===== config.mk =====
export PLATFORM = sky130hd
export DESIGN_NAME = pio_event_sequencer
export DESIGN_NICKNAME = d
export VERILOG_FILES = /design/src/rtl/pio_pkg.sv /design/src/rtl/pio_event_fifo.sv /design/src/rtl/pio_event_sequencer.sv
export SDC_FILE = /design/constraint.sdc
export NUM_CORES = 1
export LEC_CHECK = 0
export BUFFER_PORTS_ARGS = -buffer_cell sky130_fd_sc_hd__buf_2
export CAP_MARGIN = 0
export CELL_PAD_IN_SITES_DETAIL_PLACEMENT = 0
export CELL_PAD_IN_SITES_GLOBAL_PLACEMENT = 2
export CORE_MARGIN = 2
export CORE_UTILIZATION = 34
export DETAILED_ROUTE_END_ITERATION = 16
export PLACE_DENSITY_LB_ADDON = 0.1
export RECOVER_POWER = 25
export SYNTH_ARGS = -nofsm -noshare
export SYNTH_HDL_FRONTEND = slang
export SYNTH_SLANG_ARGS = --single-unit

===== constraint.sdc =====
create_clock -name clk -period 1.9 [get_ports clk]
set_input_delay 0.285 -clock clk [delete_from_list [all_inputs] [get_ports clk]]
set_output_delay 0.285 -clock clk [all_outputs]
set_load 0.05 [all_outputs]

===== src/rtl/pio_pkg.sv =====
// pio_pkg: shared FSM state encoding and PIO register addresses for the event sequencer.
package pio_pkg;
  typedef enum logic [3:0] {
    S_INIT,
    S_IDLE,
    S_MASK,
    S_RD_EDGE,
    S_CAP_EDGE,
    S_CLR_EDGE,
    S_RD_DATA,
    S_CAP_DATA,
    S_PUSH
  } state_t;
  localparam logic [1:0] ADDR_DATA = 2'd0;
  localparam logic [1:0] ADDR_MASK = 2'd2;
  localparam logic [1:0] ADDR_EDGE = 2'd3;
endpackage


===== src/rtl/pio_event_fifo.sv =====
// pio_event_fifo: first-word-fall-through event FIFO with sticky drop flag.
module pio_event_fifo #(
  parameter int WIDTH = 16,
  parameter int DEPTH = 4
) (
  input  logic             clk,
  input  logic             reset_n,
  input  logic             i_push,
  input  logic [WIDTH-1:0] i_data,
  input  logic             i_pop,
  output logic [WIDTH-1:0] o_data,
  output logic             o_valid,
  output logic             o_overflow
);
  localparam int AW = $clog2(DEPTH);
  logic [AW:0]      r_wr_ptr, r_rd_ptr;
  logic [WIDTH-1:0] r_mem [DEPTH];
  logic             r_overflow;
  logic             w_empty, w_full, w_pop, w_push;
  assign w_empty    = r_wr_ptr == r_rd_ptr;
  assign w_full     = (r_wr_ptr[AW] != r_rd_ptr[AW]) && (r_wr_ptr[AW-1:0] == r_rd_ptr[AW-1:0]);
  assign w_pop      = i_pop && !w_empty;
  // a pop in the same cycle frees the slot the push lands in
  assign w_push     = i_push && (!w_full || w_pop);
  assign o_valid    = !w_empty;
  assign o_data     = w_empty ? '0 : r_mem[r_rd_ptr[AW-1:0]];
  assign o_overflow = r_overflow;
  always_ff @(posedge clk or negedge reset_n) begin
    if (!reset_n) begin
      r_wr_ptr   <= '0;
      r_rd_ptr   <= '0;
      r_overflow <= 1'b0;
    end else begin
      r_wr_ptr   <= w_push ? r_wr_ptr + 1'b1 : r_wr_ptr;
      r_rd_ptr   <= w_pop ? r_rd_ptr + 1'b1 : r_rd_ptr;
      r_overflow <= r_overflow || (i_push && !w_push);
    end
  end
  always_ff @(posedge clk) begin
    if (w_push) r_mem[r_wr_ptr[AW-1:0]] <= i_data;
  end
endmodule


===== src/rtl/pio_event_sequencer.sv =====
// pio_event_sequencer: services PIO edge interrupts over the PIO register bus and
// queues {edges, level} events for a downstream consumer.
module pio_event_sequencer
  import pio_pkg::*;
#(
  parameter int               WIDTH     = 8,
  parameter int               DEPTH     = 4,
  parameter logic [WIDTH-1:0] INIT_MASK = '1
) (
  input  logic             clk,
  input  logic             reset_n,
  output logic [1:0]       pio_address,
  output logic             pio_chipselect,
  output logic             pio_write_n,
  output logic [31:0]      pio_writedata,
  input  logic [31:0]      pio_readdata,
  input  logic             pio_irq,
  input  logic             mask_wr,
  input  logic [WIDTH-1:0] mask_data,
  output logic             evt_valid,
  input  logic             evt_ready,
  output logic [WIDTH-1:0] evt_edges,
  output logic [WIDTH-1:0] evt_level,
  output logic             overflow,
  output logic             busy
);
  localparam logic [WIDTH-1:0] CLR_ALL = '1;
  state_t             r_state, w_next;
  logic [WIDTH-1:0]   r_edges, r_level, r_mask_val;
  logic               r_mask_pend;
  logic [2*WIDTH-1:0] w_head;
  logic               w_unused_rd;
  assign w_unused_rd = ^(pio_readdata >> WIDTH);
  always_ff @(posedge clk or negedge reset_n) begin
    if (!reset_n) r_state <= S_INIT;
    else          r_state <= w_next;
  end
  always_comb begin
    w_next = r_state;
    case (r_state)
      S_INIT:     w_next = S_IDLE;
      S_IDLE:     w_next = r_mask_pend ? S_MASK : pio_irq ? S_RD_EDGE : S_IDLE;
      S_MASK:     w_next = S_IDLE;
      S_RD_EDGE:  w_next = S_CAP_EDGE;
      S_CAP_EDGE: w_next = (pio_readdata[WIDTH-1:0] == '0) ? S_IDLE : S_CLR_EDGE;
      S_CLR_EDGE: w_next = S_RD_DATA;
      S_RD_DATA:  w_next = S_CAP_DATA;
      S_CAP_DATA: w_next = S_PUSH;
      S_PUSH:     w_next = S_IDLE;
      default:    w_next = S_INIT;
    endcase
  end
  // bus is held idle while reset is asserted even though the state already reads INIT
  always_comb begin
    pio_chipselect = 1'b0;
    pio_write_n    = 1'b1;
    pio_address    = ADDR_DATA;
    pio_writedata  = '0;
    if (reset_n) begin
      case (r_state)
        S_INIT: begin
          pio_chipselect = 1'b1;
          pio_write_n    = 1'b0;
          pio_address    = ADDR_MASK;
          pio_writedata  = 32'(INIT_MASK);
        end
        S_MASK: begin
          pio_chipselect = 1'b1;
          pio_write_n    = 1'b0;
          pio_address    = ADDR_MASK;
          pio_writedata  = 32'(r_mask_val);
        end
        S_RD_EDGE: begin
          pio_chipselect = 1'b1;
          pio_address    = ADDR_EDGE;
        end
        S_CLR_EDGE: begin
          pio_chipselect = 1'b1;
          pio_write_n    = 1'b0;
          pio_address    = ADDR_EDGE;
          pio_writedata  = 32'(CLR_ALL);
        end
        S_RD_DATA: begin
          pio_chipselect = 1'b1;
          pio_address    = ADDR_DATA;
        end
        default: ;
      endcase
    end
  end
  assign busy = r_state != S_IDLE;
  // a mask request arriving during the MASK write stays pending for the next pass
  always_ff @(posedge clk or negedge reset_n) begin
    if (!reset_n) begin
      r_edges     <= '0;
      r_level     <= '0;
      r_mask_val  <= '0;
      r_mask_pend <= 1'b0;
    end else begin
      if (r_state == S_CAP_EDGE) r_edges <= pio_readdata[WIDTH-1:0];
      if (r_state == S_CAP_DATA) r_level <= pio_readdata[WIDTH-1:0];
      if (mask_wr) begin
        r_mask_pend <= 1'b1;
        r_mask_val  <= mask_data;
      end else if (r_state == S_MASK) begin
        r_mask_pend <= 1'b0;
      end
    end
  end
  pio_event_fifo #(
    .WIDTH(2*WIDTH),
    .DEPTH(DEPTH)
  ) u_fifo (
    .clk       (clk),
    .reset_n   (reset_n),
    .i_push    (r_state == S_PUSH),
    .i_data    ({r_edges, r_level}),
    .i_pop     (evt_ready),
    .o_data    (w_head),
    .o_valid   (evt_valid),
    .o_overflow(overflow)
  );
  assign evt_edges = w_head[2*WIDTH-1:WIDTH];
  assign evt_level = w_head[WIDTH-1:0];
endmodule


# After elaboration in Yosys (flattened, before gate mapping)
# Memories as Yosys holds them, arrays and structs flattened.
# Index checks and enable logic that the tools add are counted.
# word_totals
register_bits	36
latch_bits	0
ramBits	64
romBits	0
inputBits	45
out_inout_bits	55
wordCells	58
n_memories	1
# mem_list
name	depth	word_bits	read_ports	rd_clocked_by_memory_dff	write_ports	line_no	text
u_fifo.r_mem	4	16	1	0	1	pio_event_fifo.sv:17	logic [WIDTH-1:0] r_mem [DEPTH];
# op_classes
n_addsub	2
n_mul	0
n_div	0
order_cmp	0
eq_ne	12
shifts	0
n_mux	17
bitwise	0
reduce_logical	18
# ops
cell	count
case mux 4 bit (7 select lines)	1
== test 4 x 3 -> 1 bit (second input constant)	4
two-way mux 16 bit	1
case mux 8 bit (2 select lines)	1
== test 4 x 2 -> 1 bit (second input constant)	2
logical NOT 8 bit	1
two-way mux 1 bit	8
two-way mux 8 bit	1
adder 3 x 1 -> 3 bit (second input constant)	2
two-way mux 2 bit	3
OR reduction 2 bit	3
OR reduction 3 bit	2
OR reduction 5 bit	1
== test 4 x 1 -> 1 bit (second input constant)	1
== test 4 bit (second input constant)	1
logical AND 1 bit	4
logical NOT 4 bit	1
inequality test 4 x 1 -> 1 bit (second input constant)	1
case mux 2 bit (2 select lines)	1
== test 3 bit	1
logical NOT 1 bit	3
two-way mux 3 bit	1
== test 2 bit	1
logical OR 1 bit	2
other kinds (2)	2

# Longest topological paths before layout
# depth
ltp_word	8
depth_mapped	5
ltp_nobuf	4

# By module
# Synthesis repeated with hierarchy kept, for this count alone.
# hier_totals
cells_unflattened	276
hier_area_um2	4451.8
# by_module_without_submodules
mod	n_inst	cells_each	area_per_inst_um2
pio_event_fifo	1	141	2875.3
pio_event_sequencer	1	135	1576.5

# Least setup slack after synthesis
# Ideal clock, no wire load.
# synth_path
path_type	flip-flop to output port
start	register r_state[2]
end	output port pio_chipselect
t_arrival_ps	2043
required_time_ps	1615
setup_slack_ps	-428
path_stages_with_launch	5
path_cell_list	dfrtp_1 clkbuf_2 buf_2 and3_1 a211oi_1
# synth_between
elab_chain_cells	4
# synth_lines
element	line_no	text
start: declaration	pio_event_sequencer.sv:28	state_t r_state, w_next;
start signal: assignment	pio_event_sequencer.sv:36	else r_state <= w_next;
== test 4 x 2 -> 1 bit (tied with other cells)	pio_event_sequencer.sv:60	case (r_state)
OR reduction 5 bit (no source line) *	n/a	
two-way mux 1 bit *	pio_event_sequencer.sv:60	
two-way mux 1 bit *	pio_event_sequencer.sv:59	if (reset_n) begin
end: declaration	pio_event_sequencer.sv:13	output logic pio_chipselect,
# Every way passes the cells marked *; elsewhere a longest branch is shown, timed or not.

# Worst setup path after layout
# layout_path
start	register u_fifo.r_rd_ptr[0]
end	output port evt_edges[4]
# layout_between
elab_chain_cells	2
# layout_lines
element	line_no	text
start: declaration	pio_event_fifo.sv:16	logic [AW:0] r_wr_ptr, r_rd_ptr;
start signal: assignment	pio_event_fifo.sv:35	r_rd_ptr <= w_pop ? r_rd_ptr + 1'b1 : r_rd_ptr;
memory (4 x 16 bit) or == test 3 bit (tied branches)	n/a	
two-way mux 16 bit *	pio_event_fifo.sv:26	assign o_data = w_empty ? '0 : r_mem[r_rd_ptr[AW-1:0]];
end: declaration	pio_event_sequencer.sv:22	output logic [WIDTH-1:0] evt_edges,
# Marks and branches as above.

==> reports/metrics.cfg <==
[status]
status = finished, violations left
violations = negative setup slack

[global_routing]
grt_pass1_wl_mm = 13.4
grt_start_max_net_pins = 37
grt-ovfl-total = 0
grt_usage_pct = 12.8
grt_pass1_vias = 2469
antenna_found_initial = 0

[sta]
grt_setup_unrepaired = true
timing.fmax_ghz = 0.470
period_share_pct = 112
fin_crit_ns = 2.13
setup_viol = 26
tns_ns = -3.67
tightest_slew_ns = 0.991
worst_slew_margin_rel_pct = 34.0
finalClockSkew_ns = 0.00763
layout_setup_ws_ns = -0.230
slew_violations = 0
hold_viol = 0

[setup_path]
crit_chain = clkbuf_16, mux4_2, nor2b_1, buf_2
arrival_ns = 1.84
path_class = reg -> out
end_kind = primary output
r2r_start = r_state[2]
crit_path_max_fanout = 7
cp_top_family = flip-flops
ff2ff_path_depth = 5
rr_endpoint = u_fifo.r_mem[0][10]
critPathMaxStageDelay_ns = 0.48
start_kind = flop
worstPathRequired_ns = 1.62
rrSetupSlack_ns = 0.07
crit_path_top_delay_cell = dfrtp_2
path_buf_inv = 2

[cts]
clk_latency_ns = 0.34
clk_pin_slew_ns = 0.07
clock_sinks = 100
h-tree-depth = 3
root_buffer = clkbuf_16
clockBufferDepth = 2
ctsHoldBuffers = 0
cts_tree = built
cts_inserted_buffers = 9

[power]
pwr-share-comb_pct = 54.6
seqPwrFrac_pct = 29.5
irDropWorstVdd_uv = 1040
power.share.clock_pct = 15.9
switchingPower_w = 0.00448
p_leak_nw = 2.29
p_int_w = 0.00678
power.density_nw_per_um2 = 1900
totalPowerFinal_w = 0.0113
swShare_pct = 39.8

[synthesis]
syn_area_um2 = 4410
synth.distinct_cells = 46
async_flop_share_pct = 36.0
yosysTopAreaCell = edfxtp_1
ys_warn_count = 0
synth_seq_cells = 100
ys_top_cells_by_area = edfxtp_1 44%, dfrtp_1 20%, mux4_2 8.2%, mux2_2 6.4%, buf_4 4.1%
postSynthCellCount = 269
ys.flop_type = edfxtp_1
synth.avg_cell_area_um2 = 16.4
synth_edf_count = 64
synth_top_area_share_pct = 43.6
yosysSeqAreaShare_pct = 64.0

[floorplan]
die_area_um2 = 13900
start_util_pct = 35.0
num_rows = 41
die_w_um = 118
core_area_um2 = 12600
ios = 100
dieHeight_um = 118

[route]
antenna_left = 0
firstDrtPassIters = 4
vias_per_cell = 4.56
wl_mm = 8.65
drt_iter0_drc = 92
routedWlPerCell_um = 16.1
num_vias = 2444
drc = 0

[place]
pre_cts_slack_ns = 0.0577
place_congestion = 0.684
io_buffers = 51
hpwl_mm = 5.35
place_inst = 502

[final_layout]
n_antenna_cell = 0
final_cells = 536
finalCoreUtilization_pct = 46.8
syn_to_final_growth_pct = 34.0
final_common_cell = edfxtp_1
final_cell_mix = 64 x edfxtp_1, 28 x dfrtp_1, 25 x mux2_2, 25 x buf_6, 25 x buf_4
final_layout_size_suffix_gt1_share_pct = 54.1
fin_nets = 409

[worst_hold_path]
hold_path.class = in -> reg
hold_depth = 2
hold_end = r_mask_val[1]
worstHoldStart = mask_data[1]

[job]
maxCapViolations = 0

==> sequential cells by signal, indices dropped and copies added (netlist names) <==
signal / count
r_mask_pend: 1
r_state: 4
u_fifo.r_wr_ptr: 3
r_level: 8
u_fifo.r_rd_ptr: 3
r_mask_val: 8
u_fifo.o_overflow: 1
u_fifo.r_mem: 64
r_edges: 8
==> synthesized netlist by cell type (2+ instances only) <==
library cell / number
a21oi_1: 3
o311ai_0: 2
dfrtp_1: 36
buf_6: 2
clkbuf_1: 3
nor4_1: 2
mux2_2: 25
inv_1: 7
and2b_1: 4
xor2_1: 3
xnor2_1: 5
nand2_1: 2
buf_4: 24
nor2b_1: 13
a21o_1: 3
and2_1: 4
nor2_1: 3
o41ai_1: 2
mux4_2: 16
o21a_1: 10
buf_2: 6
ha_1: 5
nand3b_1: 2
or4_1: 2
edfxtp_1: 64
==> worst max path at each step <==
stage                     depth (start not counted)  slack, ns             endpoint                from
after floorplan                                   5      -0.30         evt_edges[2]  u_fifo.r_rd_ptr[0]
after global placement                            4       0.07  u_fifo.r_mem[0][13]  u_fifo.r_wr_ptr[1]
after detailed placement                          4       0.06         evt_edges[3]  u_fifo.r_rd_ptr[0]
after CTS                                         4      -0.25         evt_edges[3]  u_fifo.r_rd_ptr[0]
after global routing                              4      -0.31         evt_edges[4]  u_fifo.r_rd_ptr[0]
final                                             4      -0.23         evt_edges[4]  u_fifo.r_rd_ptr[0]
==> repair_timing <==
| action | CTS | global route |
|---|---|---|
| gates cloned | 2 | 0 |
| gates resized for setup | 108 | 21 |
| buffers inserted | 6 | 12 |
| pin swaps | 6 | 7 |
| endpoints found under the setup margin | 30 | 30 |
==> worst register-to-register path: cells and delay by family (launching register included) <==
kind,cells,cell delay [ns]
and+or+nand+nor,2,0.43
DFF,1,0.49
AOI/OAI and AO/OA,1,0.26
buffers and inverters,2,0.36
==> area by class of cell <==
cell class	count	area (um^2)
inverters	7	28.8
well taps	172	215
multi-input cells	149	1640
repair buffers	92	898
clock buffers	11	233
flip-flops and latches	100	2830
fillers	1131	6710
clock inverters	5	61.3
==> through the flow <==
| step | cell area (um^2) | hold slack [ns] |
|---|---|---|
| floorplan | 4530 | -0.0106 |
| finish | 5910 | 0.173 |
| detailed placement | 5000 | 0.424 |
| global route | 5910 | 0.164 |
| CTS | 5760 | 0.0586 |
| global placement | 5000 | 0.426 |
==> cell families after synthesis <==
kind of cell / synth area share, %
flops: 64.0
simple gates: 7.06
buf+inv: 6.24
mux: 14.5
compound gates: 4.71
xor+xnor: 1.96
fa+ha+maj: 1.42
other cells: 0.0850
==> power groups by stage <==
stage                     sequential (W)  clock (W)  combinational, W
final                            0.00332    0.00179           0.00614
after CTS                        0.00330    0.00184           0.00586
after global routing             0.00340    0.00192           0.00650
after global placement           0.00328          0           0.00462
after detailed placement         0.00331          0           0.00462
after floorplan                  0.00317          0           0.00361
==> metal layers <==
metal | vias to the layer above | share of wire [%] | global-route usage (%)
li1 | 1140 | - | -
met2 | 49 | 51 | 21.7
met1 | 1246 | 44 | 15.9
met4 | 0 | 1.2 | 4.52
met3 | 9 | 3.5 | 3.20
met5 | - | 0 | 0
Note: power is estimated with default switching activity, not from simulation.
